File: src/rtl/aes_input_masker_pkg.sv
// Shared constants, state encoding and share-2 byte packing for the AES input masker.
package aes_input_masker_pkg;

    localparam int RED       = 4;
    localparam int L         = 8 + RED;
    localparam int MASK_BITS = 256;

    typedef enum logic [1:0] {
        MASKER_IDLE    = 2'd0,
        MASKER_COLLECT = 2'd1,
        MASKER_EMIT    = 2'd2
    } masker_state_e;

    typedef struct packed {
        logic [127:0] state;
        logic [127:0] key;
    } operand_t;

    // Spread 16 bytes into L-bit lanes, redundant bits held at zero.
    function automatic logic [16*L-1:0] pack_l(input logic [127:0] b);
        logic [16*L-1:0] r;
        r = '0;
        for (int i = 0; i < 16; i++) r[i*L +: 8] = b[i*8 +: 8];
        return r;
    endfunction

endpackage

File: src/rtl/aes_input_masker_mask_collector.sv
// Gathers MASK_BITS of randomness from the RNG, one RNG_W word per accepted handshake.
module mask_collector
    import aes_input_masker_pkg::*;
#(
    parameter int RNG_W       = 32,
    parameter int REJECT_ZERO = 1
) (
    input  logic                 clk_i,
    input  logic                 arst_n_i,
    input  logic                 clear_i,
    input  logic                 en_i,
    input  logic [RNG_W-1:0]     rng_data_i,
    input  logic                 rng_valid_i,
    output logic [MASK_BITS-1:0] mask_o,
    output logic                 done_o
);

    localparam int N     = MASK_BITS / RNG_W;
    localparam int CNT_W = (N > 1) ? $clog2(N) : 1;

    logic [CNT_W-1:0]     cnt_q;
    logic [MASK_BITS-1:0] mask_q, mask_d;
    logic                 take, last;

    assign take = en_i && rng_valid_i && !((REJECT_ZERO != 0) && (rng_data_i == '0));
    assign last = (cnt_q == CNT_W'(N - 1));

    always_comb begin
        mask_d = mask_q;
        if (clear_i)
            mask_d = '0;
        else if (take)
            mask_d[int'(cnt_q)*RNG_W +: RNG_W] = rng_data_i;
    end

    // mask_o is the next-state view so the final word is usable on the done edge.
    assign mask_o = mask_d;
    assign done_o = take && last && !clear_i;

    always_ff @(posedge clk_i or negedge arst_n_i) begin
        if (!arst_n_i) begin
            cnt_q  <= '0;
            mask_q <= '0;
        end else begin
            mask_q <= mask_d;
            if (clear_i)
                cnt_q <= '0;
            else if (take && !last)
                cnt_q <= cnt_q + 1'b1;
        end
    end

endmodule

File: src/rtl/aes_input_masker.sv
// Splits plaintext and key into two Boolean shares using fresh RNG masks.
module aes_input_masker
    import aes_input_masker_pkg::*;
#(
    parameter int RNG_W       = 32,
    parameter int REJECT_ZERO = 1
) (
    input  logic              clk_i,
    input  logic              arst_n_i,
    input  logic              req_i,
    output logic              busy_o,
    input  logic [127:0]      data_i,
    input  logic [127:0]      key_i,
    input  logic [RNG_W-1:0]  rng_data_i,
    input  logic              rng_valid_i,
    output logic              rng_ready_o,
    output logic [127:0]      state_share1_o,
    output logic [127:0]      key_share1_o,
    output logic [16*L-1:0]   state_share2_o,
    output logic [16*L-1:0]   key_share2_o,
    output logic              start_o,
    input  logic              key_destruct_i
);

    masker_state_e        state_q;
    operand_t             opnd_q;
    logic [MASK_BITS-1:0] mask;
    logic                 coll_clear, coll_done;

    assign busy_o      = (state_q != MASKER_IDLE);
    assign rng_ready_o = (state_q == MASKER_COLLECT);
    assign start_o     = (state_q == MASKER_EMIT) && !key_destruct_i;

    // Counter restarts on every new request; mask is wiped once consumed or on destruct.
    assign coll_clear = key_destruct_i
                     || ((state_q == MASKER_IDLE) && req_i)
                     || (state_q == MASKER_EMIT);

    mask_collector #(
        .RNG_W       (RNG_W),
        .REJECT_ZERO (REJECT_ZERO)
    ) u_collector (
        .clk_i       (clk_i),
        .arst_n_i    (arst_n_i),
        .clear_i     (coll_clear),
        .en_i        (rng_ready_o),
        .rng_data_i  (rng_data_i),
        .rng_valid_i (rng_valid_i),
        .mask_o      (mask),
        .done_o      (coll_done)
    );

    always_ff @(posedge clk_i or negedge arst_n_i) begin
        if (!arst_n_i) begin
            state_q        <= MASKER_IDLE;
            opnd_q         <= '0;
            state_share1_o <= '0;
            key_share1_o   <= '0;
            state_share2_o <= '0;
            key_share2_o   <= '0;
        end else if (key_destruct_i) begin
            state_q      <= MASKER_IDLE;
            opnd_q       <= '0;
            key_share1_o <= '0;
            key_share2_o <= '0;
        end else begin
            case (state_q)
                MASKER_IDLE: begin
                    if (req_i) begin
                        opnd_q.state <= data_i;
                        opnd_q.key   <= key_i;
                        state_q      <= MASKER_COLLECT;
                    end
                end
                MASKER_COLLECT: begin
                    if (coll_done) begin
                        state_share1_o <= opnd_q.state ^ mask[127:0];
                        key_share1_o   <= opnd_q.key ^ mask[255:128];
                        state_share2_o <= pack_l(mask[127:0]);
                        key_share2_o   <= pack_l(mask[255:128]);
                        state_q        <= MASKER_EMIT;
                    end
                end
                MASKER_EMIT: begin
                    opnd_q  <= '0;
                    state_q <= MASKER_IDLE;
                end
                default: state_q <= MASKER_IDLE;
            endcase
        end
    end

endmodule
File: config.mk
export PLATFORM = sky130hd
export DESIGN_NAME = aes_input_masker
export DESIGN_NICKNAME = d
export VERILOG_FILES = /design/src/rtl/aes_input_masker_pkg.sv /design/src/rtl/aes_input_masker_mask_collector.sv /design/src/rtl/aes_input_masker.sv
export SDC_FILE = /design/constraint.sdc
export NUM_CORES = 2
export LEC_CHECK = 0
export BUFFER_PORTS_ARGS = -buffer_cell sky130_fd_sc_hd__buf_2
export CAP_MARGIN = 20
export CORE_ASPECT_RATIO = 1.2
export CORE_UTILIZATION = 25
export DETAILED_ROUTE_END_ITERATION = 10
export HOLD_SLACK_MARGIN = 0.1
export PLACE_DENSITY = 0.42
export SLEW_MARGIN = 20
export SYNTH_ARGS = -nofsm -noshare
export SYNTH_HDL_FRONTEND = slang
export SYNTH_HIERARCHICAL = 1
export SYNTH_SLANG_ARGS = --single-unit
File: constraint.sdc
create_clock -name clk_i -period 3.27 [get_ports clk_i]
set_input_delay 0.654 -clock clk_i [delete_from_list [all_inputs] [get_ports clk_i]]
set_output_delay 0.654 -clock clk_i [all_outputs]
set_load 0.005 [all_outputs]
* Word-level counts from Yosys, hierarchy flattened
Cells that the tools add are included.
** Word-level totals
- Input bits :: 293
- Register bits after elaboration :: 1093
- Word-level logic and storage cells :: 63
** Operators by class
- Add/subtract/negate cells :: 2
- Equality and inequality tests :: 5
- Reductions and logical operators :: 24
- Bitwise gates (word level) :: 3
- Shift operators :: 2
- Mux-type cells :: 18
** Operator list (number)
- two-way mux 256 bit :: 4
- two-way mux 192 bit :: 3
- one-hot mux 256 bit (2 select lines) :: 1
- two-way mux 128 bit :: 3
- bitwise mux 256 bit :: 1
- variable shift 32 x 33 -> 256 bit (first input constant) :: 1
- variable part select 32 x 33 -> 256 bit :: 1
- XOR 128 bit :: 2
- negation 8 -> 33 bit :: 1
- zero test 32 bit :: 1
- nonzero test 2 bit :: 4
- logical AND 1 bit :: 7
- two-way mux 2 bit :: 3
- two-way mux 3 bit :: 2
- != test 3 bit (second input constant) :: 2
- AND reduction 2 bit :: 3
- zero test 1 bit :: 4
- one-hot mux 2 bit (2 select lines) :: 1
- adder 3 x 1 -> 3 bit (second input constant) :: 1
- equality test 3 bit (second input constant) :: 1
- AND reduction 3 bit :: 1
- nonzero test 3 bit :: 1
- equality test 2 x 1 -> 1 bit (second input constant) :: 1
- equality test 2 bit (second input constant) :: 1
- 3 further kinds :: 4

* Depth between registers and ports, before layout
- Depth in word-level cells :: 9
- Mapped depth :: 15
- Mapped depth without buffers :: 9

* Cells and area by module
Netlist, hierarchy kept.
** Modules (own cells, without submodules)
- aes_input_masker :: cells an instance 2532, times used 1, area an instance 32598.8 µm²
- mask_collector :: cells an instance 1060, times used 1, area an instance 12106.6 µm²

* Least setup slack after synthesis
No wires, ideal clock.
- Path kind :: input -> register
- Start point :: in req_i
- End point :: reg state_share2_o[100]
- Stages on the path :: 13
- Path slack :: -0.348 ns
- Arrival time :: 3.493 ns
- Path through :: o21ba_2 -> buf_4 -> buf_2 -> buf_1 -> or2_2 -> clkbuf_1 -> clkbuf_1 -> clkbuf_1 -> nor4b_1 -> and4bb_1 -> buf_2 -> buf_4 -> mux2_2
** On the way
- Word-level cells in the longest chain between the ends :: 6
- Elaborated cells between the ends (all ways) :: 7
** RTL lines
- start: declaration :: RTL line aes_input_masker.sv:10 : input logic req_i,
- logical AND 1 bit :: RTL line aes_input_masker.sv:36 : || ((state_q == MASKER_IDLE) && req_i)
- logical OR 1 bit :: RTL line aes_input_masker.sv:36
- logical OR 1 bit :: RTL line aes_input_masker.sv:37 : || (state_q == MASKER_EMIT);
- via coll_clear :: RTL line aes_input_masker.sv:28 : logic coll_clear, coll_done;
- zero test 1 bit :: RTL line aes_input_masker_mask_collector.sv:38 : assign done_o = take && last && !clear_i;
- logical AND 1 bit :: RTL line aes_input_masker_mask_collector.sv:38
- via coll_done :: RTL line aes_input_masker.sv:28
- AND reduction 3 bit (no line)
- end signal: assignment :: RTL line aes_input_masker.sv:79 : state_share2_o <= pack_l(mask[127:0]);
- end: declaration :: RTL line aes_input_masker.sv:19 : output logic [16*L-1:0] state_share2_o,
The timed path passes the listed nets, and every way through them passes these cells.
A chain may end at the register's enable or synchronous reset.

* Worst setup path in the final report
- Start point :: reg u_collector.cnt_q[1]
- End point :: reg state_share2_o[187]
** On the way
- Word-level cells in the longest chain between the ends :: 5
- Elaborated cells between the ends (all ways) :: 10
** RTL lines
- start: declaration :: RTL line aes_input_masker_mask_collector.sv:21 : logic [CNT_W-1:0] cnt_q;
- start signal: assignment :: RTL line aes_input_masker_mask_collector.sv:49 : cnt_q <= cnt_q + 1'b1;
- negation 8 -> 33 bit (*) :: RTL line aes_input_masker_mask_collector.sv:33 : mask_d[int'(cnt_q)*RNG_W +: RNG_W] = rng_data_i;
- variable part select 32 x 33 -> 256 bit or variable shift 32 x 33 -> 256 bit (tied branches) :: RTL line aes_input_masker_mask_collector.sv:33
- bitwise mux 256 bit (*) :: RTL line aes_input_masker_mask_collector.sv:33
- two-way mux 256 bit (*) :: RTL line aes_input_masker_mask_collector.sv:32 : else if (take)
- two-way mux 256 bit (*) :: RTL line aes_input_masker_mask_collector.sv:30 : if (clear_i)
- via mask[127] :: RTL line aes_input_masker.sv:27 : logic [MASK_BITS-1:0] mask;
Mark *: on every way through the listed nets, which the timed path passes. The rest lies on a longest branch.

==> out/metrics.csv <==
stage,metric,value,unit
sta,tightest_slew,1.390,ns
place,gp_congestion,0.7843,
routing,drc_errors,0,
job,maxCapViolations,0,
setup_path,required,3.89,ns
global_route,antenna_found_initial,39,
sta,finalCritPeriodShare,86.76,%
place,place_area,0.05460,sq mm
sta,finalSetupViolations,0,
logic_synthesis,ys_seq_area_share,57.60,%
sta,slew-limit-headroom,7.336,%
clock_network,cts_root_buffer,clkbuf_16,
global_route,track_usage,20.11,%
finish,syn_to_final_growth,35.79,%
min_path,worstHoldPathType,in -> reg,
die,dieArea,0.1805,sq mm
clock_network,cts_sinks,1029,
sta,fin_crit,2.837,ns
logic_synthesis,yosys_warnings,6,
finish,final_net_count,5243,
logic_synthesis,synth_top_area_share,57.60,%
logic_synthesis,syn_avg_cell_area,12.45,sq um
clock_network,cts.htree.levels,3,
die,num_rows,169,
logic_synthesis,synthCells,3592,
outcome,status,"complete, no violations",
clock_network,clockBufferDepth,3,
power,peakVddDrop,381.3,uV
finish,layout-drive-gt1-share,36.99,%
logic_synthesis,synth_top_area_cell,dfrtp_1,
global_route,grt_pass1_vias,33747,
setup_path,cp_top_family,adder cells,
place,dpl_worst_slack,-0.1729,ns
logic_synthesis,synth_cell_types,40,
clock_network,insertion_delay,0.76,ns
setup_path,cp-end-kind,flip-flop,
routing,viasPerCell,4.500,
logic_synthesis,netlist_top_cells_area,"dfrtp_1 58%, mux2i_1 5.8%, a22o_1 5.0%",
sta,hold_viol_final,0,
setup_path,critPathKind,reg -> reg,
global_route,grt_max_degree,189,
clock_network,clk_pin_slew,0.06,ns
die,die_x,388.0,um
clock_network,cts_setup_buffers,0,
power,leakage,31.78,nW
setup_path,startpoint_type,flip-flop,
routing,vias,33074,
global_route,grt_pass1_wl,260.7,mm
die,die_h,465.2,um
die,core,0.1772,sq mm
finish,fillers,17858,
clock_network,cts_tree,done,
routing,routed_wl,184.8,mm
finish,finish.utilization,34.26,%
setup_path,slowest_delay,0.46,ns
setup_path,slowest_stage,dfrtp_1,
setup_path,cp.arrival,3.46,ns
sta,drv_slew,0,
setup_path,crit_fanout,7,
routing,ant_nets,0,
die,start_util,25.23,%
clock_network,cts-buffers-inserted,116,
place,place_inst,6912,
die,ioPinCount,936,
routing,dr.pass1.iters,5,
finish,final_cell_area,0.06071,sq mm
global_route,overflow,0,
finish,final_cells,7349,
power,power_density,474.5,mW/mm^2
setup_path,cp_cell_sequence,inv_1 > ha_1 > ha_1 > and3_1 > o2111ai_4 > buf_12 > buf_12 > mux2i_1 > buf_4 > mux2_1,
sta,rsz0062_at_grt,no,
place,port_buffers,807,
logic_synthesis,ys_ff_latch,1029,
sta,fmax,352.5,MHz
place,dp_hpwl,129.7,mm
setup_path,critPathBufInv,4,
setup_path,timing.rr.start,u_collector/cnt_q[1],
routing,drt_iter0_drc,1597,
sta,worst_slack,0.4330,ns
min_path,min-delay-start,data_i[20],
setup_path,crit_path_start,u_collector/cnt_q[1],
sta,fin_skew,0.04199,ns
sta,whs,0.1791,ns
logic_synthesis,syn_area,0.04471,sq mm
routing,wl_per_cell,25.14,um
## path summary, 6_finish.rpt
kind | cells past startpoint | slack (ns) | end
max in group asynchronous | 4 | 1.78 | u_collector/mask_q[90]
setup / recovery | 10 | 0.43 | state_share2_o[187]
hold / removal | 2 | 0.18 | opnd_q[148]
hold reg to reg | 1 | 0.48 | state_share2_o[186]
setup reg to reg | 10 | 0.43 | state_share2_o[187]
min in group asynchronous | 2 | 0.43 | opnd_q[237]
## metrics by stage
step / TNS (ns) / power [mW]
after floorplan: 0 / 14.26
after global placement: -7.349 / 15.36
after detailed placement: -13.67 / 15.37
after CTS: 0 / 29.35
after global routing: 0 / 29.94
final: 0 / 28.80
## logic make-up (layout without fill, tap and decap cells)
kind of cell,Yosys count,count (layout),synth area share (%)
other cells,1,138,0.008388
flops,1029,1029,57.60
xor+xnor,256,256,5.015
buf+inv,415,1727,5.393
compound gates,652,652,11.82
fa+ha+maj,8,8,0.2239
simple gates,844,844,10.91
mux,387,387,9.026
## layer usage
metal	vias up	wire length, um	GRT usage (%)
li1	15115	-	-
met1	16763	81630	26.35
met3	189	11970	5.102
met5	-	116	0
met4	18	3441	4.689
met2	989	87630	33.13
## flip-flops by register name (all words and copies together) (netlist names)
register / flops
state_q: 2
state_share1_o: 128
u_collector/mask_q: 256
opnd_q: 256
state_share2_o: 128
u_collector/cnt_q: 3
key_share1_o: 128
key_share2_o: 128
## power breakdown
part	switching, mW	internal, mW
registers	0.133	12.9
clock network	5.73	7.79
logic	1.32	0.899
## final cells by class
cell class                      count  area [sq um]  area share [%]
Clock inverter                     44         548.0          0.9028
Multi-Input combinational cell   2275         17190           28.31
Antenna cell                       10         25.02         0.04122
Timing Repair Buffer             1517         10970           18.06
Inverter                            3         11.26         0.01855
Tap cell                         2308          2888           4.757
Clock buffer                      163          3331           5.487
Sequential cell                  1029         25750           42.42
## synthesized netlist by cell type
master        n
o211ai_2      1
conb_1        1
or3_1         1
buf_6         3
a21oi_1     128
or2_2         2
and3_1        1
and4bb_1      1
mux2_2      121
o2111ai_2     6
nand4_1       2
nor4b_4       1
nor4b_1       1
nor2b_1       3
xnor2_1     128
xor2_1      128
mux2i_1     258
nand3_1       1
inv_1         3
ha_1          8
buf_4       187
nand2b_1    262
o21ai_0       1
a31o_2      236
nor3_1        4
nor2_1      138
buf_2       103
mux2_1        8
clkbuf_1    110
nor3b_1     258
a31o_1       20
a22o_1      256
nor4_1        9
o21ba_2       1
a2111oi_0     1
buf_1         9
o2111ai_4     1
nand2_1     160
dfrtp_1    1029
a21oi_2       1
## placed cells by master, fill, tap and decap left out, types with 20 or more instances in the layout
master | netlist | routed
buf_2 | 103 | 805
clkinv_2 | 0 | 20
clkbuf_16 | 0 | 117
mux2_2 | 121 | 121
mux2i_1 | 258 | 258
dlygate4sd3_1 | 0 | 220
xor2_1 | 128 | 128
nor2_1 | 138 | 137
nor3b_1 | 258 | 257
a21oi_1 | 128 | 128
nand2_1 | 160 | 160
clkbuf_1 | 110 | 23
dfrtp_1 | 1029 | 1029
a31o_1 | 20 | 20
nand2b_1 | 262 | 262
buf_12 | 0 | 82
xnor2_1 | 128 | 128
buf_4 | 187 | 408
clkbuf_8 | 0 | 23
a31o_2 | 236 | 236
a22o_1 | 256 | 256
conb_1 | 1 | 128
## timing repair
item                      4_1_cts  5_1_grt
hold buffers                  220        0
hold endpoints to repair      247        0
gates resized for setup         0        0
Power figures use the tool's default switching activity.
